File: src/rtl/dmem_pkg.sv
// Shared encodings for the data-memory bus controller: access sizes,
// fault causes, FSM states and the alignment rule.
package dmem_pkg;

    localparam logic [1:0] SZ_B = 2'b00;
    localparam logic [1:0] SZ_H = 2'b01;
    localparam logic [1:0] SZ_W = 2'b10;
    localparam logic [1:0] SZ_D = 2'b11;

    localparam logic [1:0] FC_NONE     = 2'b00;
    localparam logic [1:0] FC_MISALIGN = 2'b01;
    localparam logic [1:0] FC_TIMEOUT  = 2'b10;
    localparam logic [1:0] FC_ILLSIZE  = 2'b11;

    localparam logic [1:0] ST_IDLE  = 2'b00;
    localparam logic [1:0] ST_BUSY  = 2'b01;
    localparam logic [1:0] ST_DONE  = 2'b10;
    localparam logic [1:0] ST_FAULT = 2'b11;

    // An access is aligned when the address low bits below its size are zero.
    function automatic logic misaligned(input logic [1:0] size, input logic [2:0] addr_lo);
        logic r_mis;
        case (size)
            SZ_B:    r_mis = 1'b0;
            SZ_H:    r_mis = addr_lo[0];
            SZ_W:    r_mis = |addr_lo[1:0];
            default: r_mis = |addr_lo;
        endcase
        return r_mis;
    endfunction

endpackage

File: src/rtl/dmem_lane_align.sv
// Byte-lane steering: store data replicated across lanes, load data
// shifted down from its lane and sign/zero extended to XLEN.
module dmem_lane_align
    import dmem_pkg::*;
#(
    parameter  int XLEN   = 32,
    localparam int LANE_W = $clog2(XLEN/8)
) (
    input  logic [1:0]        i_wsize,
    input  logic [XLEN-1:0]   i_wdata,
    output logic [XLEN-1:0]   o_wdata_rep,
    input  logic [1:0]        i_rsize,
    input  logic [LANE_W-1:0] i_rlane,
    input  logic              i_rsigned,
    input  logic [XLEN-1:0]   i_rdata,
    output logic [XLEN-1:0]   o_rdata_ext
);

    logic [XLEN-1:0] w_shift;
    logic [XLEN-1:0] w_keep;
    logic            w_sign;

    assign w_shift = i_rdata >> {i_rlane, 3'b000};

    // Store replication: the narrow datum appears on every lane of its width.
    always_comb begin
        case (i_wsize)
            SZ_B:    o_wdata_rep = {(XLEN/8){i_wdata[7:0]}};
            SZ_H:    o_wdata_rep = {(XLEN/16){i_wdata[15:0]}};
            SZ_W:    o_wdata_rep = {(XLEN/32){i_wdata[31:0]}};
            default: o_wdata_rep = i_wdata;
        endcase
    end

    // Load extension: keep the low bits of the access, fill the rest with the sign or zero.
    always_comb begin
        case (i_rsize)
            SZ_B: begin
                w_keep = ~({XLEN{1'b1}} << 7'd8);
                w_sign = i_rsigned & w_shift[7];
            end
            SZ_H: begin
                w_keep = ~({XLEN{1'b1}} << 7'd16);
                w_sign = i_rsigned & w_shift[15];
            end
            SZ_W: begin
                w_keep = ~({XLEN{1'b1}} << 7'd32);
                w_sign = i_rsigned & w_shift[31];
            end
            default: begin
                w_keep = {XLEN{1'b1}};
                w_sign = 1'b0;
            end
        endcase
        o_rdata_ext = (w_shift & w_keep) | ({XLEN{w_sign}} & ~w_keep);
    end

endmodule

File: src/rtl/dmem_bus_ctrl.sv
// Data-memory bus controller: accepts one MEM-stage access, runs the
// ACKD_n wait-state handshake, and reports completion or a fault.
module dmem_bus_ctrl
    import dmem_pkg::*;
#(
    parameter int XLEN    = 32,
    parameter int TIMEOUT = 15
) (
    input  logic            clk,
    input  logic            rst,
    input  logic            req_valid,
    input  logic            req_write,
    input  logic [1:0]      req_size,
    input  logic            req_signed,
    input  logic [XLEN-1:0] req_addr,
    input  logic [XLEN-1:0] req_wdata,
    output logic            stall,
    output logic            rsp_valid,
    output logic [XLEN-1:0] rsp_rdata,
    output logic            fault,
    output logic [1:0]      fault_cause,
    output logic [XLEN-1:0] DAD,
    output logic [XLEN-1:0] ddt_o,
    output logic            ddt_oe,
    input  logic [XLEN-1:0] ddt_i,
    output logic            MREQ,
    output logic            WRITE,
    output logic [1:0]      SIZE,
    input  logic            ACKD_n
);

    localparam int         LANE_W = $clog2(XLEN/8);
    localparam logic [7:0] TO_L   = 8'(TIMEOUT);

    logic [1:0]      r_state;
    logic [7:0]      r_cnt;
    logic            r_signed;
    logic            r_rsp_valid;
    logic [XLEN-1:0] r_rdata;
    logic            r_fault;
    logic [1:0]      r_fault_cause;
    logic [XLEN-1:0] r_dad;
    logic [XLEN-1:0] r_ddt_o;
    logic            r_ddt_oe;
    logic            r_mreq;
    logic            r_write;
    logic [1:0]      r_size;

    logic [XLEN-1:0] w_wdata_rep;
    logic [XLEN-1:0] w_rdata_ext;
    logic [7:0]      w_cnt_nxt;
    logic            w_illsize;
    logic            w_misalign;

    dmem_lane_align #(.XLEN(XLEN)) u_align (
        .i_wsize     (req_size),
        .i_wdata     (req_wdata),
        .o_wdata_rep (w_wdata_rep),
        .i_rsize     (r_size),
        .i_rlane     (r_dad[LANE_W-1:0]),
        .i_rsigned   (r_signed),
        .i_rdata     (ddt_i),
        .o_rdata_ext (w_rdata_ext)
    );

    assign w_illsize  = (req_size == SZ_D) && (XLEN == 32);
    assign w_misalign = misaligned(req_size, req_addr[2:0]);
    assign w_cnt_nxt  = (r_cnt == 8'hFF) ? r_cnt : r_cnt + 8'd1;

    assign stall       = ((r_state == ST_IDLE) && req_valid) || (r_state == ST_BUSY);
    assign rsp_valid   = r_rsp_valid;
    assign rsp_rdata   = r_rdata;
    assign fault       = r_fault;
    assign fault_cause = r_fault_cause;
    assign DAD         = r_dad;
    assign ddt_o       = r_ddt_o;
    assign ddt_oe      = r_ddt_oe;
    assign MREQ        = r_mreq;
    assign WRITE       = r_write;
    assign SIZE        = r_size;

    // Access FSM, wait-state counter and registered bus/response outputs.
    always_ff @(posedge clk) begin
        if (rst) begin
            r_state       <= ST_IDLE;
            r_cnt         <= 8'd0;
            r_signed      <= 1'b0;
            r_rsp_valid   <= 1'b0;
            r_rdata       <= '0;
            r_fault       <= 1'b0;
            r_fault_cause <= FC_NONE;
            r_dad         <= '0;
            r_ddt_o       <= '0;
            r_ddt_oe      <= 1'b0;
            r_mreq        <= 1'b0;
            r_write       <= 1'b0;
            r_size        <= SZ_B;
        end else begin
            r_rsp_valid   <= 1'b0;
            r_rdata       <= '0;
            r_fault       <= 1'b0;
            r_fault_cause <= FC_NONE;
            case (r_state)
                ST_IDLE: begin
                    if (!req_valid) begin
                        r_state <= ST_IDLE;
                    end else if (w_illsize) begin
                        r_state       <= ST_FAULT;
                        r_fault       <= 1'b1;
                        r_fault_cause <= FC_ILLSIZE;
                    end else if (w_misalign) begin
                        r_state       <= ST_FAULT;
                        r_fault       <= 1'b1;
                        r_fault_cause <= FC_MISALIGN;
                    end else begin
                        r_state  <= ST_BUSY;
                        r_cnt    <= 8'd0;
                        r_dad    <= req_addr;
                        r_size   <= req_size;
                        r_signed <= req_signed;
                        r_write  <= req_write;
                        r_ddt_oe <= req_write;
                        r_ddt_o  <= w_wdata_rep;
                        r_mreq   <= 1'b1;
                    end
                end
                ST_BUSY: begin
                    if (!ACKD_n) begin
                        r_state     <= ST_DONE;
                        r_rsp_valid <= 1'b1;
                        r_rdata     <= r_write ? '0 : w_rdata_ext;
                        r_mreq      <= 1'b0;
                        r_ddt_oe    <= 1'b0;
                        r_write     <= 1'b0;
                    end else if (w_cnt_nxt == TO_L) begin
                        r_cnt         <= w_cnt_nxt;
                        r_state       <= ST_FAULT;
                        r_fault       <= 1'b1;
                        r_fault_cause <= FC_TIMEOUT;
                        r_mreq        <= 1'b0;
                        r_ddt_oe      <= 1'b0;
                        r_write       <= 1'b0;
                    end else begin
                        r_cnt <= w_cnt_nxt;
                    end
                end
                ST_DONE:  r_state <= ST_IDLE;
                ST_FAULT: r_state <= ST_IDLE;
                default:  r_state <= ST_IDLE;
            endcase
        end
    end

endmodule

File: config.mk
export PLATFORM = sky130hd
export DESIGN_NAME = dmem_bus_ctrl
export DESIGN_NICKNAME = d
export VERILOG_FILES = /design/src/rtl/dmem_pkg.sv /design/src/rtl/dmem_lane_align.sv /design/src/rtl/dmem_bus_ctrl.sv
export SDC_FILE = /design/constraint.sdc
export NUM_CORES = 1
export LEC_CHECK = 0
export ABC_AREA = 1
export CORE_MARGIN = 4
export CORE_UTILIZATION = 60
export DETAILED_ROUTE_END_ITERATION = 16
export DONT_BUFFER_PORTS = 1
export PLACE_DENSITY = 0.85
export SYNTH_ARGS = -nofsm -noshare
export SYNTH_HDL_FRONTEND = slang
export SYNTH_SLANG_ARGS = --single-unit
File: constraint.sdc
create_clock -name clk -period 5.3 [get_ports clk]
set_input_delay 1.06 -clock clk [delete_from_list [all_inputs] [get_ports clk]]
set_output_delay 1.06 -clock clk [all_outputs]
set_load 0.03 [all_outputs]
# Yosys cells after proc, flatten, opt, wreduce, memory -nomap -nowiden

Index checks and enable logic that the tools add are counted.
W data, S select, Z words.

Register bits after elaboration: 115
Output and inout port bits: 106
Logic and storage cells: 92

$add $sub $neg: 1
Eq/ne operators: 15
Shifts and indexed selects: 1
Multiplexer cells: 39
Bitwise operators: 10
Reductions and logical operators: 14

Operator list:

| cell                  | count |
|---|---|
| $pmux W32 S2          | 2 |
| $and A32 B32 Y32      | 2 |
| $mux W8               | 5 |
| $not A32 Y32          | 1 |
| $or A32 B32 Y32       | 1 |
| $shr A32 B5 Y32       | 1 |
| $mux W2               | 9 |
| $pmux W8 S2           | 1 |
| $mux W1               | 15 |
| $eq A2 B2 Y1 const B  | 5 |
| $reduce_and A5 Y1     | 2 |
| $add A8 B1 Y8 const B | 1 |
| $eq A8 B4 Y1 const B  | 1 |
| $eq A8 B8 Y1 const B  | 1 |
| $ne A2 B2 Y1 const B  | 4 |
| $eq A2 B1 Y1 const B  | 3 |
| $logic_not A2 Y1      | 3 |
| $pmux W1 S2           | 3 |
| $pmux W1 S3           | 2 |
| $pmux W2 S3           | 1 |
| $reduce_or A2 Y1      | 3 |
| $pmux W2 S2           | 1 |
| $reduce_and A4 Y1     | 1 |
| $reduce_or A4 Y1      | 1 |
| 7 further kinds       | 11 |

# Longest topological paths before layout

Depth after elaboration: 6
Gate-level depth with buffers: 13

# Modules after synthesis

A second synthesis with hierarchy kept.

Cells, all modules: 793
Area total of the unflattened synthesis: 5460.2 µm²

By module, submodules not included:

| module          | instances | cells each | area each (µm²) |
|---|---|---|---|
| dmem_bus_ctrl   | 1         | 537        | 4230.3 |
| dmem_lane_align | 1         | 256        | 1229.9 |

# Least setup slack after synthesis

Ideal clock, no wire load.

Kind: input to output
From: in req_valid
To: out stall
Arrival: 1367 ps
Data required time: 4240 ps
Setup slack: 2873 ps
Stages: 2
Cells stage by stage: nand2_1 nand2_1

Longest elaborated chain between the ends: 2

Ends and longest elaborated chain:

| item                | line                | RTL |
|---|---|---|
| start: declaration  | dmem_bus_ctrl.sv:11 | `input logic req_valid,` |
| $logic_and A1 B1 Y1 | dmem_bus_ctrl.sv:70 | `assign stall = ((r_state == ST_IDLE) && req_valid) \|\| (r_state == ST_BUSY);` |
| $logic_or A1 B1 Y1  | dmem_bus_ctrl.sv:70 |  |
| end: declaration    | dmem_bus_ctrl.sv:17 | `output logic stall,` |

No other way between the ends.

# Worst setup path in the final report

From: reg r_size[0], in the netlist SIZE[0]
To: reg r_rdata[27], in the netlist rsp_rdata[27]

Longest elaborated chain between the ends: 5
Elaborated cells between the ends (all ways): 9

Ends and longest elaborated chain:

| item                                                    | line                  | RTL |
|---|---|---|
| start: declaration                                      | dmem_bus_ctrl.sv:47   | `logic [1:0] r_size;` |
| start signal: assignment                                | dmem_bus_ctrl.sv:119  | `r_size <= req_size;` |
| $eq A2 B1 Y1 / $logic_not A2 Y1 (equally long branches) | dmem_lane_align.sv:37 | `case (i_rsize)` |
| $pmux W32 S2                                            | dmem_lane_align.sv:37 |  |
| $not A32 Y32                                            | dmem_lane_align.sv:55 | `o_rdata_ext = (w_shift & w_keep) \| ({XLEN{w_sign}} & ~w_keep);` |
| $and A32 B32 Y32                                        | dmem_lane_align.sv:55 |  |
| $or A32 B32 Y32 *                                       | dmem_lane_align.sv:55 |  |
| end signal: assignment                                  | dmem_bus_ctrl.sv:131  | `r_rdata <= r_write ? '0 : w_rdata_ext;` |
| end: declaration                                        | dmem_bus_ctrl.sv:39   | `logic [XLEN-1:0] r_rdata;` |

Mark *: on every way between the ends. The rest lies on a longest branch, timed or not.
A chain may end at the register's enable or synchronous reset.

==> flow_summary_export.csv <==
group,metric,value,unit
status,status,"completed",
grt,antenna_found_initial,0,
timing,finClkSkew,0.00688,ns
synth,synth_cell_types,29,
grt,grt_pass1_vias,4137,
synth,synth_seq_cells,115,
critical_path,crit_buf_inv,2,
timing,finalCritPeriodShare,49.3,%
die,row_count,32,
timing,max_slew_margin,26.8,%
die,start_util,62.1,%
timing,maxSlewViolCount,0,
min_path,min_path_cells,2,
finish,fin_nets,749,
critical_path,crit_type,"reg -> reg",
finish,layout-drive-gt1-share,6.89,%
route,drc,0,
timing,fin_crit,2.61,ns
place,hpwl,9260,um
die,ios,210,
finish,antenna_cells,0,
critical_path,crit_path_start_kind,"register",
critical_path,cpPeakStageDelay,0.72,ns
die,core,7810,um2
timing,setup_viol_count_final,0,
die,die_w,97.9,um
cts,root_buffer,"clkbuf_8",
route,drt-total-wl,13000,um
cts,cts_resized,0,
synth,netlist_area,4840,um2
cts,cts_tree,"built",
synth,seq_area_frac_synth,47.5,%
place,placed_cell_area,4760,um2
place,gp_congestion,0.987,
finish,final_cell_area,5340,um2
route,vias,4414,
synth,syn-num-nets,771,
route,first_pass_iters,5,
grt,grt_max_degree,68,
critical_path,crit_arrival,3.02,ns
critical_path,cpLargestDelayFamily,"simple AND/OR/NAND/NOR gates",
cts,htreeDepth,4,
timing,max_freq,383,MHz
route,ant_nets,0,
critical_path,slowest_stage,"nor2_1",
cts,post_cts_buffers,0,
timing,rsz0062_at_grt,"no",
synth,yosysTopAreaCell,"dfxtp_1",
timing,tightest_slew,1.09,ns
finish,fin_cells,755,
cts,clkSinkCount,115,
grt,grt_pass1_wl,20700,um
synth,syn_area_per_cell,7.32,um2
grt,grt_util_all_layers,26.6,%
finish,synthToLayoutAreaGrowth,10.2,%
timing,finalHoldViolations,0,
critical_path,crit_required,5.71,ns
synth,synth_area_leaders,"dfxtp_1, nand2_1, a21oi_1, o21ai_0, inv_1",
route,drt_iter0_markers,228,
critical_path,crit_fanout,15,
grt,grt_overflow,0,
place,port-buffer-count,0,
die,die_area,9580,um2
route,via_per_inst,5.85,
pwr,p_leak,2.08,nW
cts,path_clk_slew,0.05,ns
timing,setup_tns,0,ns
pwr,power_density,456,nW/um2
cts,cts_hold_buf,0,
critical_path,reg2reg_depth,7,
cts,clk_latency,0.50,ns
min_path,hp-class,"reg -> reg",
die,die_h,97.9,um
pwr,ir_worst_vdd,0.272,mV
route,wl_per_cell,17.2,um
synth,synthesis.instances,662,
critical_path,crit_chain,"inv_1 -> ha_1 -> nor2_1 -> inv_1 -> nor2_1 -> nand3_1 -> a21oi_1",
place,dp.cells,723,
cts,cts_buffer_depth,2,
critical_path,crit_cells,7,
job,cap_violations,0,
synth,ys_warn_count,0,
cts,cts_made_buffers,17,
pwr,total_power,2.44,mW
synth,netlist.area_leader.share,47.5,%
critical_path,cp-end-kind,"register",
[worst register-to-register path, delay by kind of cell (launching register included)]
kind	cells	cell delay, ns
adders and majority gates	1	0.37
and+or+nand+nor	3	1.13
DFF	1	0.57
buffers and inverters	2	0.24
AOI/OAI and AO/OA	1	0.21
[final cells by class]
cell class | instances | area (um2)
multi-input cells | 459 | 2150
flip-flops and latches | 115 | 2300
inverters | 45 | 169
clock buffers | 19 | 442
well taps | 102 | 128
repair buffers | 2 | 15.0
fillers | 634 | 2470
clock inverters | 13 | 135
[registers in the layout (all words and copies together) (netlist names)]
| signal | flops |
|---|---|
| rsp_rdata | 32 |
| fault | 1 |
| r_cnt | 8 |
| MREQ | 1 |
| r_signed | 1 |
| WRITE | 1 |
| ddt_o | 32 |
| r_state | 2 |
| fault_cause | 2 |
| rsp_valid | 1 |
| SIZE | 2 |
| DAD | 32 |
[cells in the mapped netlist, drive strengths merged]
cell type,n
inv,45
nor2,37
o21a,1
o22ai,6
buf,19
a21oi,125
nand4,1
a211oi,1
nand3,24
a311o,7
a311oi,7
o21ai,39
a22oi,1
nand2,203
clkbuf,24
a31oi,1
dfxtp,115
ha,5
a41oi,1
[stage by stage]
stage	setup WS [ns]	util, %	hold slack [ns]
after floorplan	2.87	-	0.448
after global placement	2.68	61.0	0.485
after detailed placement	2.53	61.0	0.487
after CTS	2.65	68.4	0.497
after global routing	2.41	68.4	0.530
final	2.69	68.4	0.499
[routing by layer]
metal / track usage (%) / part of all wire, % / vias to the layer above
met5: 0 / 0 / -
met4: 10.5 / 2.1 / 0
met3: 12.6 / 13 / 26
met2: 42.4 / 47 / 264
met1: 30.9 / 37 / 1984
li1: - / - / 2140
[cell families (layout without fill, tap and decap cells)]
kind of cell | Yosys count | count (layout) | synth area share, %
and+or+nand+nor | 265 | 265 | 21.5
AOI/OAI and AO/OA | 189 | 189 | 21.6
adders and majority gates | 5 | 5 | 1.29
DFF | 115 | 115 | 47.5
buffers and inverters | 88 | 79 | 8.11
[cell usage in the layout (no fill, tap or decap), drive strengths merged]
cell type  count
a22oi          1
a311o          7
dfxtp        115
a311oi         7
nand2        203
a211oi         1
nor2          37
a41oi          1
o22ai          6
inv           45
a21oi        125
nand4          1
clkinv         9
bufinv         2
o21a           1
ha             5
o21ai         39
a31oi          1
clkbuf        19
clkinvlp       2
buf            2
nand3         24
[path summary, 6_finish.rpt]
kind,startpoint,to,slack [ns]
setup / recovery,SIZE[0],rsp_rdata[27],2.69
hold / removal,r_signed,r_signed,0.50
setup reg to reg,SIZE[0],rsp_rdata[27],2.69
hold reg to reg,r_signed,r_signed,0.50
[power by group]
part,internal (mW),switching [mW],leakage (nW)
logic,0.0793,0.184,0.861
clock network,0.691,0.399,0.283
registers,0.926,0.158,0.937
total,1.70,0.741,2.08
Note: power is estimated with default switching activity, not from simulation.
